### src/rtl/vend_dispense_scheduler.sv
// Shared dispense-motor scheduler: queues paid vend requests and runs one slot at a time,
// confirming each item on the drop sensor with a timed retry and a latched jam fault.
module vend_dispense_scheduler #(
  parameter int NUM_SLOTS      = 4,
  parameter int QDEPTH         = 4,
  parameter int MOTOR_CYCLES   = 8,
  parameter int TIMEOUT_CYCLES = 32,
  parameter int MAX_RETRY      = 1
) (
  input  logic                        clk,
  input  logic                        reset,
  input  logic                        req_valid,
  input  logic [NUM_SLOTS-1:0]        req_slot,
  output logic                        req_ready,
  input  logic                        drop_sensor,
  input  logic                        fault_clear,
  output logic                        motor_control,
  output logic [NUM_SLOTS-1:0]        motor_slot,
  output logic                        dispensed_pulse,
  output logic                        fault,
  output logic [$clog2(QDEPTH+1)-1:0] queue_count,
  output logic [3:0]                  status_leds
);
  localparam int CW   = $clog2(QDEPTH+1);
  localparam int AW   = (QDEPTH > 1) ? $clog2(QDEPTH) : 1;
  localparam int PMAX = (MOTOR_CYCLES > TIMEOUT_CYCLES) ? MOTOR_CYCLES : TIMEOUT_CYCLES;
  localparam int PW   = $clog2(PMAX+1);
  localparam int RW   = (MAX_RETRY > 0) ? $clog2(MAX_RETRY+1) : 1;

  typedef enum logic [2:0] {IDLE, RUN, WAIT_DROP, DONE, FAULT} state_t;

  state_t               state, state_nx;
  logic [PW-1:0]        phase, phase_nx;
  logic [RW-1:0]        retry, retry_nx;
  logic [NUM_SLOTS-1:0] slot, slot_nx;
  logic                 busy;

  logic [NUM_SLOTS-1:0] mem [QDEPTH];
  logic [AW-1:0]        wr_ptr, rd_ptr;
  logic [CW-1:0]        count;
  logic                 full, empty, push, pop;

  assign full      = (count == CW'(QDEPTH));
  assign empty     = (count == '0);
  assign req_ready = !full && !fault;
  assign push      = req_valid && req_ready && $onehot(req_slot);
  assign pop       = (state == IDLE) && !empty;

  // Pointers rely on QDEPTH being a power of two to wrap for free.
  always_ff @(posedge clk or negedge reset) begin
    if (!reset) begin
      wr_ptr <= '0;
      rd_ptr <= '0;
      count  <= '0;
    end else begin
      if (push) wr_ptr <= wr_ptr + AW'(1);
      if (pop)  rd_ptr <= rd_ptr + AW'(1);
      if (push && !pop)      count <= count + CW'(1);
      else if (pop && !push) count <= count - CW'(1);
    end
  end

  always_ff @(posedge clk) begin
    if (push) mem[wr_ptr] <= req_slot;
  end

  always_comb begin
    state_nx = state;
    retry_nx = retry;
    slot_nx  = slot;
    phase_nx = phase;
    case (state)
      IDLE: if (!empty) begin
        state_nx = RUN;
        slot_nx  = mem[rd_ptr];
        retry_nx = '0;
      end
      RUN: begin
        if (drop_sensor)                          state_nx = DONE;
        else if (phase == PW'(MOTOR_CYCLES - 1))  state_nx = WAIT_DROP;
      end
      WAIT_DROP: begin
        if (drop_sensor) state_nx = DONE;
        else if (phase == PW'(TIMEOUT_CYCLES - 1)) begin
          if (retry < RW'(MAX_RETRY)) begin
            retry_nx = retry + RW'(1);
            state_nx = RUN;
          end else begin
            state_nx = FAULT;
          end
        end
      end
      DONE:  state_nx = IDLE;
      FAULT: if (fault_clear) begin
        state_nx = IDLE;
        slot_nx  = '0;
      end
      default: state_nx = IDLE;
    endcase
    // Shared phase timer: restarts on any state change (retry included), saturates otherwise.
    if (state_nx != state)  phase_nx = '0;
    else if (phase != '1)   phase_nx = phase + PW'(1);
  end

  always_ff @(posedge clk or negedge reset) begin
    if (!reset) begin
      state           <= IDLE;
      phase           <= '0;
      retry           <= '0;
      slot            <= '0;
      motor_control   <= 1'b0;
      motor_slot      <= '0;
      dispensed_pulse <= 1'b0;
      fault           <= 1'b0;
      busy            <= 1'b0;
    end else begin
      state           <= state_nx;
      phase           <= phase_nx;
      retry           <= retry_nx;
      slot            <= slot_nx;
      motor_control   <= (state_nx == RUN);
      motor_slot      <= (state_nx == RUN) ? slot_nx : '0;
      dispensed_pulse <= (state_nx == DONE);
      fault           <= (state_nx == FAULT);
      busy            <= (state_nx == RUN) || (state_nx == WAIT_DROP) || (state_nx == DONE);
    end
  end

  assign queue_count = count;
  assign status_leds = {fault, busy, full, empty};
endmodule

### config.mk
export PLATFORM = sky130hd
export DESIGN_NAME = vend_dispense_scheduler
export DESIGN_NICKNAME = d
export VERILOG_FILES = /design/src/rtl/vend_dispense_scheduler.sv
export SDC_FILE = /design/constraint.sdc
export NUM_CORES = 1
export LEC_CHECK = 0
export ABC_AREA = 1
export ABC_CLOCK_PERIOD_IN_PS = 1800
export BUFFER_PORTS_ARGS = -buffer_cell sky130_fd_sc_hd__buf_2
export CAP_MARGIN = 20
export CELL_PAD_IN_SITES_DETAIL_PLACEMENT = 1
export CELL_PAD_IN_SITES_GLOBAL_PLACEMENT = 1
export CORE_ASPECT_RATIO = 1.2
export CORE_MARGIN = 3
export CORE_UTILIZATION = 40
export DETAILED_ROUTE_END_ITERATION = 8
export GPL_TIMING_DRIVEN = 0
export PLACE_DENSITY_LB_ADDON = 0.1
export RECOVER_POWER = 25
export SETUP_SLACK_MARGIN = 0.15
export SYNTH_ARGS = -nofsm -noshare
export SYNTH_HDL_FRONTEND = slang
export SYNTH_SLANG_ARGS = --single-unit
### constraint.sdc
create_clock -name clk -period 1.8 [get_ports clk]
set_input_delay 0.09 -clock clk [delete_from_list [all_inputs] [get_ports clk]]
set_output_delay 0.09 -clock clk [all_outputs]
set_load 0.02 [all_outputs]
==> results of run 1 <==
[cell usage after synthesis (all sizes together)]
library cell  instances
inv                  42
xor2                  5
ha                    8
xnor2                 1
o21bai                1
fa                    2
nor2                 39
buf                   5
a211oi                1
dfrtp                29
nand2                30
a31oi                 1
a21oi                 6
nor3                  1
o21ai                21
mux2i                 1
nand3                 9
o22ai                 4
edfxtp               16
[timing repair]
item / 4_1_cts / 5_1_grt
gates resized for setup: 19 / 13
hold buffers: 4 / 0
setup endpoints to repair: 27 / 36
gates cloned: 0 / 0
pin swaps: 4 / 5
buffers inserted: 4 / 1
hold endpoints to repair: 38 / 0
[flip-flops by register name, indices dropped and copies added, names as in the netlist]
register,count
fault,1
rd_ptr,2
retry,1
state,3
queue_count,3
dispensed_pulse,1
slot,4
busy,1
mem,16
motor_slot,4
motor_control,1
wr_ptr,2
phase,6
[logic make-up (layout without fill, tap and decap cells)]
| kind of cell | count (synthesis) | after routing | synth area share, % |
|---|---|---|---|
| AOI/OAI and AO/OA | 34 | 34 | 9.70 |
| xor gates and xnor gates | 6 | 6 | 2.41 |
| adders and majority gates | 10 | 10 | 6.43 |
| buffers and inverters | 47 | 87 | 8.84 |
| DFF | 45 | 45 | 55.3 |
| muxes | 1 | 1 | 0.459 |
| and+or+nand+nor | 79 | 79 | 16.9 |
[metrics by stage]
step	setup TNS (ns)	util [%]	power, W	hold WS, ns	instance area [um2]
CTS	-7.68	52.3	0.00410	0.0566	2670
floorplan	-7.07	-	0.00278	-0.206	2240
detailed placement	-17.93	47.5	0.00325	0.188	2430
finish	-7.30	53.3	0.00413	0.0678	2720
global route	-9.02	53.3	0.00450	0.0590	2720
global placement	-15.11	47.5	0.00317	0.174	2430
[path summary, 6_finish.rpt]
kind	start	end	slack, ns	cells after the start
min in group asynchronous	reset	phase[0]	0.40	2
setup / recovery	req_slot[0]	queue_count[2]	-0.52	15
hold reg to reg	slot[0]	slot[0]	0.52	2
setup reg to reg	state[0]	queue_count[1]	-0.19	9
hold / removal	req_slot[2]	mem[2][2]	0.07	1
max in group asynchronous	reset	motor_control	0.92	2
[power by group through the flow]
stage / Clock, W / Combinational (W) / Sequential [W]
after floorplan: 0 / 0.00123 / 0.00156
after global placement: 0 / 0.00168 / 0.00149
after detailed placement: 0 / 0.00175 / 0.00150
after CTS: 0.000779 / 0.00183 / 0.00149
after global routing: 0.000821 / 0.00215 / 0.00153
final: 0.000756 / 0.00188 / 0.00150
[metal layers]
metal / GRT usage (%) / part of all wire [%] / vias up
met2: 31.5 / 55 / 29
met4: 5.44 / 2.4 / 0
li1: - / - / 774
met5: 0 / 0 / -
met3: 3.35 / 3.0 / 11
met1: 19.5 / 40 / 766
[cell type report]
cell class	count	area (um2)
fill	586	2390
sequential	45	1210
multi-input combinational	130	916
timing repair buffer	32	216
inverter	42	168
tap	60	75.1
clock buffer	6	72.6
clock inverter	2	35.0
buffer	5	35.0
[critical path, stage by stage]
cell                      delay, ns
sky130_fd_sc_hd__buf_12        0.08
sky130_fd_sc_hd__inv_8         0.02
sky130_fd_sc_hd__fa_1          0.55
sky130_fd_sc_hd__inv_1         0.05
sky130_fd_sc_hd__ha_2          0.17
sky130_fd_sc_hd__ha_4          0.22
sky130_fd_sc_hd__nor2_4        0.09
sky130_fd_sc_hd__nand3_4       0.08
sky130_fd_sc_hd__nor3_4        0.23
sky130_fd_sc_hd__ha_4          0.17
sky130_fd_sc_hd__inv_4         0.03
sky130_fd_sc_hd__fa_2          0.34
sky130_fd_sc_hd__a21oi_2       0.12
sky130_fd_sc_hd__o21ai_1       0.08
sky130_fd_sc_hd__xor2_1        0.15
==> results.rst, run 1 <==
.. list-table::
   :header-rows: 1

   * - Metric
     - Value
   * - Number of sinks handled by clock tree synthesis
     - 45
   * - Clock-pin transition on the worst setup and hold timing paths
     - 0.09 ns
   * - Half-perimeter wire length after placement
     - 3500 um
   * - Routed length per instance
     - 15.1 um
   * - Synth area leader
     - sky130_fd_sc_hd__dfrtp_1
   * - RePlAce Congestion
     - 0.719
   * - Vias per Instance
     - 4.91
   * - Normalized max-slew margin
     - 48.4%
   * - CP required
     - 1.98 ns
   * - I/O pins
     - 24
   * - Standard-cell row count
     - 28
   * - Core outline area
     - 0.00511 mm2
   * - Minimum setup slack after placement
     - -1.21 ns
   * - P&R area growth vs syn
     - 24.9%
   * - Violated checks
     - negative setup slack
   * - Largest net degree at the start of global routing
     - 30
   * - DRT antenna net count
     - 0
   * - Antenna diode count
     - 0
   * - Number of distinct standard cells referenced by the synthesized netlist
     - 28
   * - Arrival time of the worst setup path
     - 2.49 ns
   * - Port-buffer cells
     - 23
   * - Detailed-router iteration count before antenna repair
     - 4
   * - Part of the power in combinational logic
     - 45.5%
   * - Peak fanout along the critical path
     - 2
   * - Post-route insts no fill
     - 322
   * - Crit start category
     - input pin
   * - Worst voltage drop across the vdd grid
     - 0.776 mV
   * - Mapped Nets
     - 241
   * - Final setup margin
     - -0.519 ns
   * - Total number of H-tree levels
     - 2
   * - GR Overflow Total
     - 0
   * - Slew @ Worst Pin
     - 0.774 ns
   * - Chip height
     - 86.9 um
   * - Path type of the worst min-delay path
     - input pin to register
   * - Endpoint type of the worst setup path
     - register
   * - Timing-limited maximum frequency
     - 431 MHz
   * - Clock network fraction of design power
     - 18.3%
   * - Worst skew pair latency
     - 0.29 ns
   * - Register area share after synthesis
     - 55.3%
   * - Clock tree from TritonCTS
     - yes
   * - Register bit count reported by yosys
     - 45
   * - CTS Buf Count
     - 5
   * - Leakage dissipation
     - 1.22 nW
   * - Total power divided by cell area
     - 1520 mW/mm2
   * - Number of warnings printed during yosys synthesis
     - 0
   * - Result of the run
     - finished, violations left
   * - Share of layout cells above drive strength 1
     - 32.4%
   * - Root cell of the clock tree
     - sky130_fd_sc_hd__clkbuf_8
   * - RSZ-0062 raised after global routing
     - yes
   * - Syn_area_per_cell
     - 9.82 um2
   * - Mapped Cells
     - 222
   * - Commonest cells after routing, fill and taps aside
     - sky130_fd_sc_hd__inv_1 (34), sky130_fd_sc_hd__dfrtp_1 (29), sky130_fd_sc_hd__nor2_1 (23)
   * - Number of global-route vias before repair
     - 1706
   * - Period Utilization, post-route
     - 129%
   * - Final min period
     - 2.32 ns
   * - Global-route wire length before repair
     - 8160 um
   * - DRC marker count from the first detailed-route iteration
     - 60
   * - Leading cell type in the layout, fill and taps excluded
     - sky130_fd_sc_hd__inv_1
   * - Number of maximum-capacitance constraint violations
     - 0
   * - Area of the die
     - 0.00638 mm2
   * - Share of total power in sequential cells
     - 36.2%
   * - Number of antenna violations at the first check in global routing
     - 0
   * - Total GRT Usage
     - 17.1%
   * - Sw Ratio
     - 41.5%
   * - Final Skew
     - 0.00506 ns
   * - Type of the setup path with the least slack
     - input pin to register
   * - Number of failing hold endpoints at the final stage
     - 0
   * - Total Nets Final
     - 280
   * - Maximum root-to-sink buffer count
     - 2
   * - Internal power contribution
     - 0.00242 W
   * - Synthesized area
     - 0.00218 mm2
   * - Die Wd
     - 73.4 um
   * - Switching power summed over all nets
     - 0.00171 W
   * - Largest cells by area after synthesis
     - sky130_fd_sc_hd__dfrtp_1 (33%), sky130_fd_sc_hd__edfxtp_1 (22%), sky130_fd_sc_hd__inv_1 (6.4%)
   * - Portion of synthesized cell area occupied by the leading cell type
     - 33.3%
   * - Setup violation total in the final timing report
     - 18
   * - Post-route DRC violation count
     - 0
   * - Placed cells
     - 305
   * - Max-slew violation count
     - 0
   * - Starting density of the core
     - 42.6%
   * - Total Routed Length
     - 4860 um
   * - Routed vias
     - 1580
Power figures use the tool's default switching activity.
==> inputs of run 2 (changes only) <==
--- a/config.mk
+++ b/config.mk
@@ -5,15 +5,14 @@
 export SDC_FILE = /design/constraint.sdc
 export NUM_CORES = 1
 export LEC_CHECK = 0
-export ABC_AREA = 1
-export ABC_CLOCK_PERIOD_IN_PS = 1800
+export ABC_CLOCK_PERIOD_IN_PS = 2150
 export BUFFER_PORTS_ARGS = -buffer_cell sky130_fd_sc_hd__buf_2
 export CAP_MARGIN = 20
 export CELL_PAD_IN_SITES_DETAIL_PLACEMENT = 1
 export CELL_PAD_IN_SITES_GLOBAL_PLACEMENT = 1
 export CORE_ASPECT_RATIO = 1.2
 export CORE_MARGIN = 3
-export CORE_UTILIZATION = 40
+export CORE_UTILIZATION = 47
 export DETAILED_ROUTE_END_ITERATION = 8
 export GPL_TIMING_DRIVEN = 0
 export PLACE_DENSITY_LB_ADDON = 0.1
==> constraint.sdc (replaced) <==
create_clock -name clk -period 2.15 [get_ports clk]
set_input_delay 0.1075 -clock clk [delete_from_list [all_inputs] [get_ports clk]]
set_output_delay 0.1075 -clock clk [all_outputs]
set_load 0.02 [all_outputs]
==> run 2 against run 1 <==
Compared with the run above:
- the flow finishes with violations (max-capacitance violations, max-slew violations, negative setup slack)
- non-clock buffer count up 2
- combinational power shrank 19%
- clock skew down 0.0020 ns
- cell count is 14% lower
- sequential power is 17% lower
- synthesized cell count fell by 18%
- first-iteration DRC count fell by 30%
- worst hold slack worse by 0.038 ns
- register-to-register slack better by 0.19 ns
- critical path depth decreased by 2
- core utilization increased by 5.5 points
- critical endpoint unchanged
==> results.rst, run 2 <==
.. list-table::
   :header-rows: 1

   * - Metric
     - Value
   * - Result of the run
     - finished, violations left
   * - Violated checks
     - max-capacitance violations, max-slew violations, negative setup slack
   * - Share of total power in sequential cells
     - 36.8%
   * - Total Routed Length
     - 4590 um
   * - Total power divided by cell area
     - 1240 mW/mm2
   * - Max-slew violation count
     - 30
   * - Global-route wire length before repair
     - 7470 um
   * - Worst voltage drop across the vdd grid
     - 0.655 mV
   * - Path type of the worst min-delay path
     - input pin to register
   * - Routed length per instance
     - 16.6 um
   * - Register area share after synthesis
     - 52.7%
   * - Timing-limited maximum frequency
     - 441 MHz
   * - Area of the die
     - 0.00575 mm2
   * - Starting density of the core
     - 49.1%
   * - Sw Ratio
     - 37.1%
   * - Share of layout cells above drive strength 1
     - 35.2%
   * - Standard-cell row count
     - 27
   * - Number of global-route vias before repair
     - 1563
   * - Number of sinks handled by clock tree synthesis
     - 45
   * - Normalized max-slew margin
     - -5.61%
   * - Final Skew
     - 0.00302 ns
   * - Internal power contribution
     - 0.00213 W
   * - Detailed-router iteration count before antenna repair
     - 4
   * - I/O pins
     - 24
   * - P&R area growth vs syn
     - 19.6%
   * - Seq. cell area
     - 0.00121 mm2
   * - Post-route DRC violation count
     - 0
   * - Clock tree from TritonCTS
     - yes
   * - Leakage dissipation
     - 1.16 nW
   * - Leading cell type in the layout, fill and taps excluded
     - sky130_fd_sc_hd__dfrtp_1
   * - Register name with the most flops
     - mem
   * - Syn_area_per_cell
     - 12.7 um2
   * - CTS Buf Count
     - 5
   * - Portion of synthesized cell area occupied by the leading cell type
     - 31.7%
   * - Setup violation total in the final timing report
     - 2
   * - Count of fill cells added during filler insertion
     - 488
   * - Number of warnings printed during yosys synthesis
     - 0
   * - Synth area leader
     - sky130_fd_sc_hd__dfrtp_1
   * - Routed vias
     - 1464
   * - DRT antenna net count
     - 0
   * - Type of the setup path with the least slack
     - input pin to register
   * - RePlAce Congestion
     - 0.728
   * - Endpoint type of the worst setup path
     - register
   * - Cell with the most instances after synthesis
     - sky130_fd_sc_hd__dfrtp_1
   * - Worst skew pair latency
     - 0.29 ns
   * - Part of the power in combinational logic
     - 44.8%
   * - Synthesized area
     - 0.00229 mm2
   * - Number of antenna violations at the first check in global routing
     - 0
   * - Async SR Flop Fraction
     - 64.4%
   * - Total Nets Final
     - 237
   * - Register bit count reported by yosys
     - 45
   * - Flip-flop count of the largest register after layout
     - 16
   * - Maximum root-to-sink buffer count
     - 2
   * - Mapped Cells
     - 181
   * - Placed cells
     - 262
   * - Clock network fraction of design power
     - 18.4%
   * - Arrival time of the worst setup path
     - 2.49 ns
   * - Mapped Nets
     - 200
   * - Regs by FF count
     - mem x16, phase x6
   * - Number of distinct standard cells referenced by the synthesized netlist
     - 45
   * - Port-buffer cells
     - 23
   * - CP required
     - 2.37 ns
   * - Commonest cells in the netlist
     - sky130_fd_sc_hd__dfrtp_1 (29), sky130_fd_sc_hd__inv_1 (17), sky130_fd_sc_hd__edfxtp_1 (16), sky130_fd_sc_hd__nor2_1 (12)
   * - Final sum of negative setup slack
     - -0.191 ns
   * - Final setup margin
     - -0.115 ns
   * - Total number of H-tree levels
     - 2
   * - Clock-pin transition on the worst setup and hold timing paths
     - 0.08 ns
   * - Commonest cells after routing, fill and taps aside
     - sky130_fd_sc_hd__dfrtp_1 (29), sky130_fd_sc_hd__buf_2 (21), sky130_fd_sc_hd__edfxtp_1 (16)
   * - Predominant post-synthesis flop cell
     - sky130_fd_sc_hd__dfrtp_1
   * - Number of failing hold endpoints at the final stage
     - 0
   * - Multi-input gate area
     - 0.00102 mm2
   * - Post-route insts no fill
     - 277
   * - Number of maximum-capacitance constraint violations
     - 1
   * - Total GRT Usage
     - 17.1%
   * - Slew @ Worst Pin
     - 1.58 ns
   * - GR Overflow Total
     - 0
   * - DRC marker count from the first detailed-route iteration
     - 42
   * - Final min period
     - 2.27 ns
   * - RSZ-0062 raised after global routing
     - yes
   * - Post-synth EDFFs
     - 16
   * - Die Wd
     - 69.7 um
   * - Peak fanout along the critical path
     - 2
   * - Largest cells by area after synthesis
     - sky130_fd_sc_hd__dfrtp_1 (32%), sky130_fd_sc_hd__edfxtp_1 (21%), sky130_fd_sc_hd__ha_1 (4.4%)
   * - Root cell of the clock tree
     - sky130_fd_sc_hd__clkbuf_8
   * - Largest net degree at the start of global routing
     - 30
   * - Half-perimeter wire length after placement
     - 3550 um
   * - Period Utilization, post-route
     - 105%
   * - Core outline area
     - 0.00466 mm2
   * - Crit start category
     - input pin
   * - Vias per Instance
     - 5.29
   * - Chip height
     - 82.5 um
   * - Antenna diode count
     - 0
   * - Switching power summed over all nets
     - 0.00126 W
==> run 2: cell count changes in the layout (fill, tap and decap cells not counted), sizes merged, moves of 7 or more <==
cell and delta:
buf +7, inv -24, mux2i +8, nand2 -25, nor2 -27, nor3 +9, o21ai -17
==> run 2: final timing paths <==
| check | end | slack, ns | start | cells past startpoint |
|---|---|---|---|---|
| max | queue_count[2] | -0.12 | req_slot[3] | 13 |
| min | mem[0][0] | 0.03 | req_slot[0] | 1 |
| max reg2reg | queue_count[2] | 0 | queue_count[2] | 9 |
| min reg2reg | slot[0] | 0.48 | slot[0] | 2 |
| max in group asynchronous | motor_slot[2] | 0.50 | reset | 2 |
| min in group asynchronous | phase[3] | 0.73 | reset | 2 |
==> run 2: logic make-up after synthesis <==
family / count (synthesis) / share of synthesized area [%]
flops: 45 / 52.7
simple gates: 53 / 16.1
fa+ha+maj: 10 / 6.12
xor+xnor: 9 / 3.44
compound gates: 22 / 9.23
buf+inv: 27 / 5.52
mux: 15 / 6.89
==> run 2: layer usage <==
metal  vias to the layer above  part of all wire, %  GRT usage [%]
li1                        701                    -              -
met4                         0                  1.5           7.85
met2                        22                   59           32.7
met1                       736                   37           18.8
met3                         5                  2.8           2.66
met5                         -                    0              0
==> run 2: timing repair <==
action                                  CTS  global route
cloned                                    0             0
pin swaps                                 6             4
hold buffers                              2             0
hold endpoints to repair                 33             0
gates resized for setup                  14             1
setup buffers                             3             2
endpoints found under the setup margin   18            25
==> run 2: through the flow <==
stage / util (%) / area [um2] / hold WS, ns / power [W] / setup slack [ns]
floorplan: - / 2350 / -0.188 / 0.00236 / -0.325
global placement: 54.3 / 2530 / 0.160 / 0.00266 / -0.614
detailed placement: 54.3 / 2530 / 0.176 / 0.00276 / -0.740
CTS: 58.3 / 2720 / 0.0199 / 0.00341 / -0.192
global route: 58.7 / 2740 / 0.0127 / 0.00363 / -0.201
finish: 58.7 / 2740 / 0.0297 / 0.00339 / -0.115
==> run 2: layout make-up <==
cell class	instances	share of cell area, %
inverters	18	2.83
clock buffers	5	2.51
clock inverters	3	1.51
flip-flops and latches	45	44.1
well taps	58	2.65
multi-input cells	109	37.2
plain buffers	9	2.15
repair buffers	30	7.08
==> run 2: worst max-delay path, cell delays in order <==
cell                      delay, ns
sky130_fd_sc_hd__buf_8         0.08
sky130_fd_sc_hd__inv_4         0.03
sky130_fd_sc_hd__fa_1          0.56
sky130_fd_sc_hd__inv_2         0.05
sky130_fd_sc_hd__ha_4          0.16
sky130_fd_sc_hd__ha_4          0.21
sky130_fd_sc_hd__nor4b_4       0.30
sky130_fd_sc_hd__ha_4          0.19
sky130_fd_sc_hd__inv_2         0.04
sky130_fd_sc_hd__fa_2          0.33
sky130_fd_sc_hd__xor2_1        0.15
sky130_fd_sc_hd__nor2_1        0.13
sky130_fd_sc_hd__xor2_1        0.15
==> run 2: power groups by stage <==
stage / Sequential, W / Clock, W / Combinational, W
after floorplan: 0.00133 / 0 / 0.00103
after global placement: 0.00125 / 0 / 0.00141
after global routing: 0.00127 / 0.000690 / 0.00167
final: 0.00125 / 0.000624 / 0.00152
after detailed placement: 0.00127 / 0 / 0.00149
after CTS: 0.00125 / 0.000644 / 0.00152
==> inputs of run 3 (changes only) <==
==> constraint.sdc (replaced) <==
create_clock -name clk -period 2.15 [get_ports clk]
set_input_delay 0.3225 -clock clk [delete_from_list [all_inputs] [get_ports clk]]
set_output_delay 0.3225 -clock clk [all_outputs]
set_load 0.02 [all_outputs]
==> run 3 against run 2 <==
Compared with the run above:
- the flow still finishes with violations (max-capacitance violations, max-slew violations, negative setup slack)
- clock skew increased by 0.0062 ns
- via count increased by 2.5%
- register-to-register slack got worse by 0.02 ns
- power increased by 0.11%
- global-route usage increased by 1.2 points
- fmax decreased by 5.7%
- die area unchanged
- wire length increased by 4.3%
- combinational power increased by 5%
- core utilization increased by 0.70 points
- first-iteration DRC count increased by 19%
- largest power group unchanged
- highest routed layer unchanged
==> results.rst, run 3 (synthesis gave the netlist of run 2 again) <==
.. list-table::
   :header-rows: 1

   * - Metric
     - Value
   * - Result of the run
     - finished, violations left
   * - Violated checks
     - max-capacitance violations, max-slew violations, negative setup slack
   * - Endpoint type of the worst setup path
     - register
   * - Starting density of the core
     - 49.1%
   * - Peak fanout along the critical path
     - 2
   * - Share of layout cells above drive strength 1
     - 37.8%
   * - Slew @ Worst Pin
     - 1.63 ns
   * - Regs by FF count
     - mem x16, phase x6
   * - Total Nets Final
     - 240
   * - Type of the setup path with the least slack
     - input pin to register
   * - Leakage dissipation
     - 1.19 nW
   * - Number of maximum-capacitance constraint violations
     - 1
   * - Multi-input gate area
     - 0.00103 mm2
   * - Seq. cell area
     - 0.00121 mm2
   * - Worst skew pair latency
     - 0.30 ns
   * - Path type of the worst min-delay path
     - input pin to register
   * - Crit start category
     - input pin
   * - Total number of H-tree levels
     - 2
   * - Count of fill cells added during filler insertion
     - 482
   * - P&R area growth vs syn
     - 21.0%
   * - Flip-flop count of the largest register after layout
     - 16
   * - Register name with the most flops
     - mem
   * - Total Routed Length
     - 4790 um
   * - Final Skew
     - 0.00921 ns
   * - Crit path to
     - queue_count[2]
   * - Total buffers and inverters traversed by the critical path
     - 4
   * - RePlAce Congestion
     - 0.741
   * - RSZ-0062 raised after global routing
     - yes
   * - Die Wd
     - 69.7 um
   * - Chip height
     - 82.5 um
   * - Startpoint of the worst-slack reg-to-reg timing path
     - queue_count[2]
   * - Critical path cell sequence
     - buf_8, inv_4, fa_1, inv_2, ha_4, ha_4, nor4b_4, ha_4, inv_2, fa_2, xor2_1, nor2_1, xor2_1
   * - Commonest cells after routing, fill and taps aside
     - sky130_fd_sc_hd__dfrtp_1 (29), sky130_fd_sc_hd__buf_2 (21), sky130_fd_sc_hd__edfxtp_1 (16)
   * - Number of failing hold endpoints at the final stage
     - 0
   * - Port-buffer cells
     - 23
   * - CP required
     - 2.38 ns
   * - I/O pins
     - 24
   * - Antenna diode count
     - 0
   * - Number of global-route vias before repair
     - 1646
   * - Leading cell type in the layout, fill and taps excluded
     - sky130_fd_sc_hd__dfrtp_1
   * - Number of antenna violations at the first check in global routing
     - 0
   * - Half-perimeter wire length after placement
     - 3560 um
   * - Smallest hold slack
     - 0.219 ns
   * - Routed length per instance
     - 17.1 um
   * - DRC marker count from the first detailed-route iteration
     - 50
   * - Total power divided by cell area
     - 1230 mW/mm2
   * - Worst voltage drop across the vdd grid
     - 0.673 mV
   * - Period Utilization, post-route
     - 112%
   * - Setup violation total in the final timing report
     - 3
   * - Root cell of the clock tree
     - sky130_fd_sc_hd__clkbuf_8
   * - Area of the die
     - 0.00575 mm2
   * - GR Overflow Total
     - 0
   * - Max-slew violation count
     - 30
   * - Clock-pin transition on the worst setup and hold timing paths
     - 0.08 ns
   * - Cell repeated most along the worst path
     - sky130_fd_sc_hd__ha_4
   * - Number of sinks handled by clock tree synthesis
     - 45
   * - Placed cells
     - 262
   * - Largest net degree at the start of global routing
     - 30
   * - Routed vias
     - 1500
   * - Post-route DRC violation count
     - 0
   * - Standard-cell row count
     - 27
   * - Maximum root-to-sink buffer count
     - 2
   * - Post-route insts no fill
     - 280
   * - DRT antenna net count
     - 0
   * - CTS Buf Count
     - 5
   * - Destination of the worst register-to-register timing path
     - queue_count[2]
   * - Minimum setup slack after placement
     - -0.892 ns
   * - Normalized max-slew margin
     - -8.98%
   * - Vias per Instance
     - 5.36
   * - Final min period
     - 2.40 ns
   * - Detailed-router iteration count before antenna repair
     - 4
   * - Family with the most delay on the worst path
     - adder cells
   * - R2R setup slack
     - -0.02 ns
   * - Launching element of the worst setup path
     - req_slot[1]
   * - Arrival time of the worst setup path
     - 2.63 ns
   * - Core outline area
     - 0.00466 mm2
   * - Number of cell instances on the worst register-to-register path
     - 9
   * - CP max stage cell
     - sky130_fd_sc_hd__fa_1
   * - Total GRT Usage
     - 18.3%
   * - Clock tree from TritonCTS
     - yes
   * - Delay contributed by the slowest stage of the critical path
     - 0.54 ns
   * - Logic depth of the worst path, buffers included
     - 13
   * - End-of-flow core utilization
     - 59.4%
   * - Final setup margin
     - -0.253 ns
   * - Timing-limited maximum frequency
     - 416 MHz
   * - Global-route wire length before repair
     - 8020 um
-- run 3: cell count changes in the layout (fill, tap and decap cells not counted), sizes merged --
cell / previous run / this run
clkbuf: 6 / 8
bufinv: 1 / 0
buf: 36 / 41
dlygate4sd3: 2 / 0
clkinv: 1 / 0
-- run 3: how the worst min path moves through the flow --
stage / startpoint / end / slack [ns] / cells past startpoint
global route: req_slot[3] / mem[3][3] / 0.21 / 1
floorplan: reset / busy / 0.03 / 0
global placement: reset / phase[2] / 0.38 / 1
detailed placement: reset / phase[2] / 0.40 / 1
finish: req_slot[3] / mem[3][3] / 0.22 / 1
CTS: reset / rd_ptr[0] / 0.07 / 1
-- run 3: layout make-up --
cell class	count	area share (%)
buffer	9	2.12
clock inverter	1	0.271
inverter	18	2.80
tap	58	2.62
multi-input combinational	109	37.4
timing repair buffer	33	8.18
clock buffer	7	3.12
sequential	45	43.5
-- run 3: per-stage QoR --
step	TNS [ns]	power, W	area, um2
floorplan	-1.99	0.00236	2340
global placement	-8.46	0.00266	2530
detailed placement	-9.20	0.00277	2530
CTS	-0.681	0.00337	2710
global route	-0.703	0.00364	2770
finish	-0.505	0.00339	2770
-- run 3: per-layer routing --
layer  wire length, um  GRT usage [%]  vias to the layer above
li1                  -              -                      711
met1              1840           19.6                      764
met2              2770           36.6                       17
met3               121           3.87                        8
met4                51           4.98                        0
met5                 0              0                        -
-- run 3: timing repair --
action | in CTS | in global routing
buffers inserted | 5 | 5
cloned | 0 | 0
hold buffers | 0 | 0
pin swaps | 10 | 4
gates resized for setup | 20 | 6
endpoints found under the setup margin | 20 | 28
-- run 3: worst reg2reg max path: cells and delay by family (launching register included) --
kind	cells	cell delay, ns
and+or+nand+nor	4	0.81
adders and majority gates	2	0.52
xor gates and xnor gates	2	0.30
DFF	1	0.45
buffers and inverters	1	0.04
-- run 3: where the power goes --
group	internal [W]	leakage, nW	switching, W
Combinational	0.000731	0.636	0.000862
Sequential	0.00111	0.507	0.000151
Clock	0.000261	0.0445	0.000283
